--- config.mk ---
export PLATFORM = sky130hd
export DESIGN_NAME = bus_dma_host
export DESIGN_NICKNAME = d
export VERILOG_FILES = /design/src/rtl/bus_dma_host.sv
export SDC_FILE = /design/constraint.sdc
export NUM_CORES = 1
export LEC_CHECK = 0
export BUFFER_PORTS_ARGS = -buffer_cell sky130_fd_sc_hd__clkbuf_2
export CAP_MARGIN = 20
export CORE_MARGIN = 2
export CORE_UTILIZATION = 54
export CTS_CLUSTER_DIAMETER = 120
export DETAILED_ROUTE_END_ITERATION = 10
export MAX_ROUTING_LAYER = met4
export PLACE_DENSITY = 0.9
export REMOVE_ABC_BUFFERS = 1
export SLEW_MARGIN = 25
export SYNTH_ARGS = -nofsm -noshare
export SYNTH_HDL_FRONTEND = slang
export SYNTH_SLANG_ARGS = --single-unit
--- constraint.sdc ---
create_clock -name clk_i -period 2.85 [get_ports clk_i]
set_input_delay 0.1425 -clock clk_i [delete_from_list [all_inputs] [get_ports clk_i]]
set_output_delay 0.1425 -clock clk_i [all_outputs]
set_load 0.05 [all_outputs]
--- src/rtl/bus_dma_host.sv ---
// Word-copy DMA engine: device port for SRC/DST/LEN/CTRL registers and a host port
// that copies LEN full words from SRC to DST, one bus transaction in flight at a time.
module bus_dma_host #(
  parameter int unsigned AddrWidth = 32,
  parameter int unsigned DataWidth = 32,
  parameter int unsigned LenWidth  = 16
) (
  input  logic                 clk_i,
  input  logic                 rst_i,
  input  logic                 dev_req_i,
  input  logic                 dev_we_i,
  input  logic [3:0]           dev_be_i,
  input  logic [AddrWidth-1:0] dev_addr_i,
  input  logic [DataWidth-1:0] dev_wdata_i,
  output logic                 dev_rvalid_o,
  output logic [DataWidth-1:0] dev_rdata_o,
  output logic                 dev_err_o,
  output logic                 host_req_o,
  input  logic                 host_gnt_i,
  output logic [AddrWidth-1:0] host_addr_o,
  output logic                 host_we_o,
  output logic [3:0]           host_be_o,
  output logic [DataWidth-1:0] host_wdata_o,
  input  logic                 host_rvalid_i,
  input  logic [DataWidth-1:0] host_rdata_i,
  input  logic                 host_err_i,
  output logic                 irq_o
);

  localparam logic [2:0] IDLE    = 3'd0;
  localparam logic [2:0] RD_REQ  = 3'd1;
  localparam logic [2:0] RD_WAIT = 3'd2;
  localparam logic [2:0] WR_REQ  = 3'd3;
  localparam logic [2:0] WR_WAIT = 3'd4;
  localparam logic [2:0] FINISH  = 3'd5;

  localparam logic [1:0] REG_SRC = 2'd0;
  localparam logic [1:0] REG_DST = 2'd1;
  localparam logic [1:0] REG_LEN = 2'd2;

  localparam logic [AddrWidth-1:0] WORD_STEP = AddrWidth'(4);
  localparam logic [AddrWidth-1:0] WORD_MASK = ~AddrWidth'(3);

  logic [2:0]           state_q, state_d;
  logic [AddrWidth-1:0] src_q, src_d;
  logic [AddrWidth-1:0] dst_q, dst_d;
  logic [LenWidth-1:0]  len_q, len_d;
  logic [DataWidth-1:0] data_q, data_d;
  logic                 done_q, done_d;
  logic                 err_q, err_d;
  logic                 ie_q, ie_d;
  logic                 err_pend_q, err_pend_d;

  logic                 dev_rvalid_q, dev_rvalid_d;
  logic [DataWidth-1:0] dev_rdata_q, dev_rdata_d;
  logic                 dev_err_q, dev_err_d;
  logic                 host_req_q, host_req_d;
  logic [AddrWidth-1:0] host_addr_q, host_addr_d;
  logic                 host_we_q, host_we_d;
  logic [3:0]           host_be_q, host_be_d;
  logic [DataWidth-1:0] host_wdata_q, host_wdata_d;
  logic                 irq_q, irq_d;

  logic                 busy;
  logic                 wr_ok;
  logic [1:0]           reg_sel;
  logic [DataWidth-1:0] rd_val;
  logic                 unused_addr_bits;

  assign unused_addr_bits = ^{dev_addr_i[AddrWidth-1:4], dev_addr_i[1:0]};

  // Register writes, copy sequencing and next values of every registered output
  always_comb begin
    state_d    = state_q;
    src_d      = src_q;
    dst_d      = dst_q;
    len_d      = len_q;
    data_d     = data_q;
    done_d     = done_q;
    err_d      = err_q;
    ie_d       = ie_q;
    err_pend_d = err_pend_q;
    busy       = (state_q != IDLE);
    wr_ok      = dev_req_i && dev_we_i && (dev_be_i == 4'hF);
    reg_sel    = dev_addr_i[3:2];

    if (wr_ok) begin
      case (reg_sel)
        REG_SRC: if (!busy) src_d = AddrWidth'(dev_wdata_i) & WORD_MASK;
        REG_DST: if (!busy) dst_d = AddrWidth'(dev_wdata_i) & WORD_MASK;
        REG_LEN: if (!busy) len_d = dev_wdata_i[LenWidth-1:0];
        default: begin
          ie_d = dev_wdata_i[3];
          if (dev_wdata_i[1]) done_d = 1'b0;
          if (dev_wdata_i[2]) err_d = 1'b0;
          if (dev_wdata_i[0] && !busy) begin
            if (len_q == '0) begin
              done_d = 1'b1;
            end else begin
              state_d    = RD_REQ;
              err_pend_d = 1'b0;
            end
          end
        end
      endcase
    end

    // Hardware status updates come after software clears so a same-cycle set wins
    case (state_q)
      IDLE: begin end
      RD_REQ: if (host_gnt_i) state_d = RD_WAIT;
      RD_WAIT: begin
        if (host_rvalid_i) begin
          if (host_err_i) begin
            err_pend_d = 1'b1;
            state_d    = FINISH;
          end else begin
            data_d  = host_rdata_i;
            state_d = WR_REQ;
          end
        end
      end
      WR_REQ: if (host_gnt_i) state_d = WR_WAIT;
      WR_WAIT: begin
        if (host_rvalid_i) begin
          if (host_err_i) begin
            err_pend_d = 1'b1;
            state_d    = FINISH;
          end else begin
            src_d   = src_q + WORD_STEP;
            dst_d   = dst_q + WORD_STEP;
            len_d   = len_q - LenWidth'(1);
            state_d = (len_q == LenWidth'(1)) ? FINISH : RD_REQ;
          end
        end
      end
      FINISH: begin
        done_d  = 1'b1;
        if (err_pend_q) err_d = 1'b1;
        state_d = IDLE;
      end
      default: state_d = IDLE;
    endcase

    case (reg_sel)
      REG_SRC: rd_val = DataWidth'(src_q);
      REG_DST: rd_val = DataWidth'(dst_q);
      REG_LEN: rd_val = DataWidth'(len_q);
      default: rd_val = DataWidth'({ie_q, err_q, done_q, busy});
    endcase

    dev_rvalid_d = dev_req_i;
    dev_rdata_d  = (dev_req_i && !dev_we_i) ? rd_val : '0;
    dev_err_d    = dev_req_i && dev_we_i && (dev_be_i != 4'hF);

    // Host outputs follow the next state so they are stable for the whole request phase
    host_req_d   = (state_d == RD_REQ) || (state_d == WR_REQ);
    host_we_d    = (state_d == WR_REQ);
    host_addr_d  = host_we_d ? dst_d : (host_req_d ? src_d : '0);
    host_be_d    = host_req_d ? 4'hF : 4'h0;
    host_wdata_d = host_we_d ? data_d : '0;
    irq_d        = done_d & ie_d;
  end

  always_ff @(posedge clk_i) begin
    if (rst_i) begin
      state_q      <= IDLE;
      src_q        <= '0;
      dst_q        <= '0;
      len_q        <= '0;
      data_q       <= '0;
      done_q       <= 1'b0;
      err_q        <= 1'b0;
      ie_q         <= 1'b0;
      err_pend_q   <= 1'b0;
      dev_rvalid_q <= 1'b0;
      dev_rdata_q  <= '0;
      dev_err_q    <= 1'b0;
      host_req_q   <= 1'b0;
      host_addr_q  <= '0;
      host_we_q    <= 1'b0;
      host_be_q    <= 4'h0;
      host_wdata_q <= '0;
      irq_q        <= 1'b0;
    end else begin
      state_q      <= state_d;
      src_q        <= src_d;
      dst_q        <= dst_d;
      len_q        <= len_d;
      data_q       <= data_d;
      done_q       <= done_d;
      err_q        <= err_d;
      ie_q         <= ie_d;
      err_pend_q   <= err_pend_d;
      dev_rvalid_q <= dev_rvalid_d;
      dev_rdata_q  <= dev_rdata_d;
      dev_err_q    <= dev_err_d;
      host_req_q   <= host_req_d;
      host_addr_q  <= host_addr_d;
      host_we_q    <= host_we_d;
      host_be_q    <= host_be_d;
      host_wdata_q <= host_wdata_d;
      irq_q        <= irq_d;
    end
  end

  assign dev_rvalid_o = dev_rvalid_q;
  assign dev_rdata_o  = dev_rdata_q;
  assign dev_err_o    = dev_err_q;
  assign host_req_o   = host_req_q;
  assign host_addr_o  = host_addr_q;
  assign host_we_o    = host_we_q;
  assign host_be_o    = host_be_q;
  assign host_wdata_o = host_wdata_q;
  assign irq_o        = irq_q;

endmodule
# Word level (Yosys, flattened, before mapping)
# Cells that the tools add are included.
# Widths: inputs -> output; s select.
[totals]
reg_bits = 224
output_inout_bits = 105
wordCells = 109
memories = 0
latchBits = 0
ram_bits = 0
mem_bits_ro = 0
input_bits = 107
[op_classes]
n_eq_ne = 12
magnitude_cmp = 0
addsub = 3
muxes = 57
div = 0
mul = 0
bitwise = 3
shift = 0
reduce_logical = 16
[ops]
columns = ["cell", "n"]
rows = [
  ["$mux 32", 17],
  ["$mux 16", 6],
  ["$pmux 32 s3", 1],
  ["$add 32x3->32 const B", 2],
  ["$mux 3", 11],
  ["$mux 1", 20],
  ["$eq 16x1->1 const B", 1],
  ["$logic_not 16->1", 1],
  ["$sub 16x1->16 const B", 1],
  ["$pmux 3 s5", 1],
  ["$eq 3x2->1 const B", 3],
  ["$eq 3x1->1 const B", 2],
  ["$eq 3x3->1 const B", 2],
  ["$reduce_or 2->1", 3],
  ["$logic_and 1x1->1", 5],
  ["$eq 4x4->1 const B", 1],
  ["$mux 4", 1],
  ["$ne 4x4->1 const B", 1],
  ["$logic_not 3->1", 1],
  ["$reduce_bool 3->1", 1],
  ["$reduce_or 3->1", 1],
  ["$eq 2x1->1 const B", 1],
  ["$eq 2x2->1 const B", 1],
  ["$logic_not 1->1", 2],
  ["4 further kinds", 5],
]

# Longest topological paths before layout
[logic_depth]
word_depth = 12
depth_mapped = 10
depth_no_buf = 10

# Least setup slack after synthesis
# Ideal clock, no wire load.
[synth_path]
kind = "register -> register"
from = "register state_q[1]"
to = "register host_addr_q[16], in the netlist host_addr_o[16]"
setup_time_ps = 67
n_path_buf = 2
arrival_time_ps = 2292
required_time_ps = 2783
path_slack_ps = 490
synth_period_minus_slack_ps = 2360
stages_incl_launch_ff = 9
path_cell_list = "dfxtp_1 -> buf_6 -> or3_4 -> buf_6 -> or4_4 -> nand2_4 -> a21oi_2 -> or4_4 -> a21oi_2"
[synth_between]
elab_chain_cells = 12
elab_cells_between_ends = 34
classes_between = "6 x eq/ne; 23 x mux; 5 x reduce/logical"
[synth_rtl]
columns = ["element", "line", "rtl"]
rows = [
  ["start: declaration", "44", "logic [2:0] state_q, state_d;"],
  ["start signal: assignment", "186", "state_q <= state_d;"],
  ["$reduce_bool 3->1", "83", "busy = (state_q != IDLE);"],
  ["$logic_not 1->1", "96", "if (dev_wdata_i[0] && !busy) begin"],
  ["$logic_and 1x1->1", "96", ""],
  ["$mux 3", "96", ""],
  ["$mux 3", "88", "case (reg_sel)"],
  ["$mux 3", "87", "if (wr_ok) begin"],
  ["$mux 3, on equally long branches", "-", ""],
  ["$pmux 3 s5", "109", "case (state_q)"],
  ["$eq 3x1->1 / $eq 3x2->1 (equally long branches)", "157, 158", ""],
  ["$logic_or 1x1->1", "157", "host_req_d = (state_d == RD_REQ) || (state_d == WR_REQ);"],
  ["$mux 32", "159", "host_addr_d = host_we_d ? dst_d : (host_req_d ? src_d : '0);"],
  ["$mux 32 (*)", "159", ""],
  ["end signal: assignment", "199", "host_addr_q <= host_addr_d;"],
  ["end: declaration", "58", "logic [AddrWidth-1:0] host_addr_q, host_addr_d;"],
]
# Every way passes the cells marked *; elsewhere a longest branch is shown, timed or not.
# A chain may end at the register's enable or synchronous reset.

# Final worst setup path
[layout_path]
from = "register state_q[0]"
to = "register host_addr_q[16], in the netlist host_addr_o[16]"
# Same word-level chain as after synthesis.

==> summary.md <==
| Metric | Value |
|---|---|
| Total grt overflow | 0 |
| Placed cell count | 1475 |
| CP Max Fanout | 24 |
| Synth Instances | 1105 |
| Fin area | 12300 um2 |
| Ant. Diodes | 0 |
| P&R area growth vs syn | 27.5% |
| Die height | 137 um |
| Critical Path Sink Type | flop |
| Most common cell after layout, fill and taps aside | dfxtp_1 |
| CORE AREA | 17400 um2 |
| Initial antenna violation count | 0 |
| Root Buffer | clkbuf_16 |
| Post-Route Utilization | 70.7% |
| Slew Viols, Final | 0 |
| Post-Route Setup TNS | 0 ns |
| Clock-pin slew on the worst setup and hold paths | 0.06 ns |
| FF+latch count, synth | 220 |
| Post-synthesis sequential area ratio | 45.8% |
| Setup bufs post-CTS | 0 |
| Min-delay worst type | in2reg |
| CP delay by family, top | simple AND/OR/NAND/NOR gates |
| Yosys Warn Count | 0 |
| Total Wirelength | 32.3 mm |
| Rel. slew slack | 50.7% |
| Critical Path, Cell by Cell | nor3b_1 -> nand2_2 -> buf_12 -> nand2_4 -> a21oi_2 -> or4_4 -> a21oi_2 |
| CP max-delay cell | nor3b_1 |
| Cell row count | 48 |
| Max Fclk | 0.379 GHz |
| Port Buffers | 181 |
| Worst Path Arrival | 3.09 ns |
| Worst-Margin Slew | 0.737 ns |
| Starting Density | 55.4% |
| Total GRT Usage | 35.0% |
| Pwr dens | 529 nW/um2 |
| Die area | 18900 um2 |
| Clk_lat worst skew | 0.52 ns |
| Fin Clk Skew | 0.0111 ns |
| CP max stage delay | 0.55 ns |
| Pre-CTS setup slack | 0.301 ns |
| Largest net degree at the start of global routing | 68 |
| Finish-stage setup viols | 0 |
| Non-filler cells, final | 1579 |
| Number of fillers in the final layout | 1310 |
| Share of post-route cells with drive strength above 1 | 21.9% |
| Final min period | 2.64 ns |
| First-pass GRT wire length | 50.6 mm |
| Via/cell ratio | 6.36 |
| DR pass1 iterations | 7 |
| Synth async-reset ratio | 0% |
| Max-cap violations | 0 |
| CP dominant cell by count | a21oi_2 |
| Synth unique cells | 75 |
| Die width | 137 um |
| Area post-placement | 10800 um2 |
| Final #Nets | 1451 |
| Hpwl dp | 20.7 mm |
| CTS buffer count | 23 |
| Setup WS post-layout | 0.212 ns |
| Drt drc | 0 |
| Worst path required time | 3.30 ns |
| H-tree Lvls | 1 |
| CTS tree | done |
| VDD IR max | 0.000545 V |
| Bufs on Longest Clock Path | 3 |
| Final Hold Slack | 0.0364 ns |
| Vias in the first global route | 9817 |
| Post-Syn Area | 9620 um2 |
| Outcome | finished clean |
| Gpl congestion | 0.979 |
| Routed len/inst | 20.5 um |
| DRT iter0 DRCs | 1234 |
| Via count | 10100 |
| Lkg Pwr | 5.07 nW |
| Avg Cell Area, Syn | 8.70 um2 |
| Synth Flop Type | dfxtp_1 |
| Final hold vios | 0 |
| RSZ-0062 raised after global routing | no |
| Post-route clock period utilization | 92.6% |
| Clk sink count | 220 |
| Most frequent cells in the layout | dfxtp_1 (220), clkbuf_2 (180), nor2_1 (153), nor3_1 (69) |
| Critical path launch point type | flop |
| Bufs and invs on worst path | 1 |
| IO Count | 212 |
| Critical path class | reg2reg |
| ANT nets after route | 0 |
| Final Power | 6.49 mW |
| Number of flops mapped to enable cells by yosys | 0 |
[repair_timing]
action | in CTS | in global routing
endpoints found under the hold margin | 122 | 0
resized for setup | 0 | 1
endpoints found under the setup margin | 0 | 2
hold buffers | 64 | 0
[power breakdown]
| group | internal, mW | switching, mW | leakage [nW] |
|---|---|---|---|
| registers | 3.08 | 0.00567 | 1.77 |
| clock network | 1.88 | 1.24 | 0.383 |
| logic | 0.129 | 0.154 | 2.91 |
| total | 5.09 | 1.40 | 5.07 |
[layer usage]
metal  up-vias  global-route usage, %  wire length, um
li1       4528                      -                -
met1      4675                   42.5            12100
met2       714                   56.4            15200
met3       133                   6.95             3550
met4         0                   16.0             1490
met5         -                      -                0
[cell type report]
| type | count | area, um2 | share of cell area, % |
|---|---|---|---|
| clock inverters | 8 | 121 | 0.990 |
| flip-flops and latches | 220 | 4400 | 35.9 |
| well taps | 225 | 282 | 2.30 |
| repair buffers | 292 | 1910 | 15.6 |
| inverters | 14 | 52.6 | 0.429 |
| clock buffers | 32 | 659 | 5.38 |
| multi-input cells | 788 | 4830 | 39.4 |
[cells in the mapped netlist, types with 18 or more instances]
cell type	n	share of area [%]
a21oi_1	64	3.3
a31oi_1	18	1.2
and3_1	22	1.4
clkbuf_1	58	2.3
dfxtp_1	220	46
mux2i_1	65	6.8
nand2_1	67	2.6
nand3_1	30	1.6
nand4_1	21	1.4
nor2_1	155	6.1
nor3_1	69	3.6
nor4_1	29	1.9
o21ai_0	37	1.9
o22ai_1	18	1.2
[worst min-delay path, stage by stage]
cell and delay [ns]:
clkbuf_2 0.11, o221ai_1 0.16, nor2_1 0.10
[worst paths after layout]
path | startpoint | endpoint | slack, ns | cells past startpoint
setup / recovery | state_q[0] | host_addr_o[16] | 0.21 | 7
hold / removal | dev_wdata_i[31] | dst_q[31] | 0.04 | 3
setup reg to reg | state_q[0] | host_addr_o[16] | 0.21 | 7
hold reg to reg | data_q[16] | data_q[16] | 0.49 | 2
[state kept, by name (all words and copies together) (netlist names)]
name,count
data_q,32
dev_rdata_o,32
dst_q,32
host_addr_o,32
host_wdata_o,32
src_q,32
len_q,16
state_q,3
dev_err_o,1
dev_rvalid_o,1
done_q,1
err_pend_q,1
err_q,1
host_be_o,1
host_we_o,1
ie_q,1
irq_o,1
[kinds of logic after synthesis]
logic type	count (synthesis)	synth area share, %
AND/OR/NAND/NOR	463	23.9
AO/OA/AOI/OAI	240	16.6
flip-flops	220	45.8
buffers and inverters	97	4.22
multiplexers	74	8.29
XOR/XNOR	6	0.547
adder cells (fa/ha/maj)	5	0.651
Power figures use the tool's default switching activity.
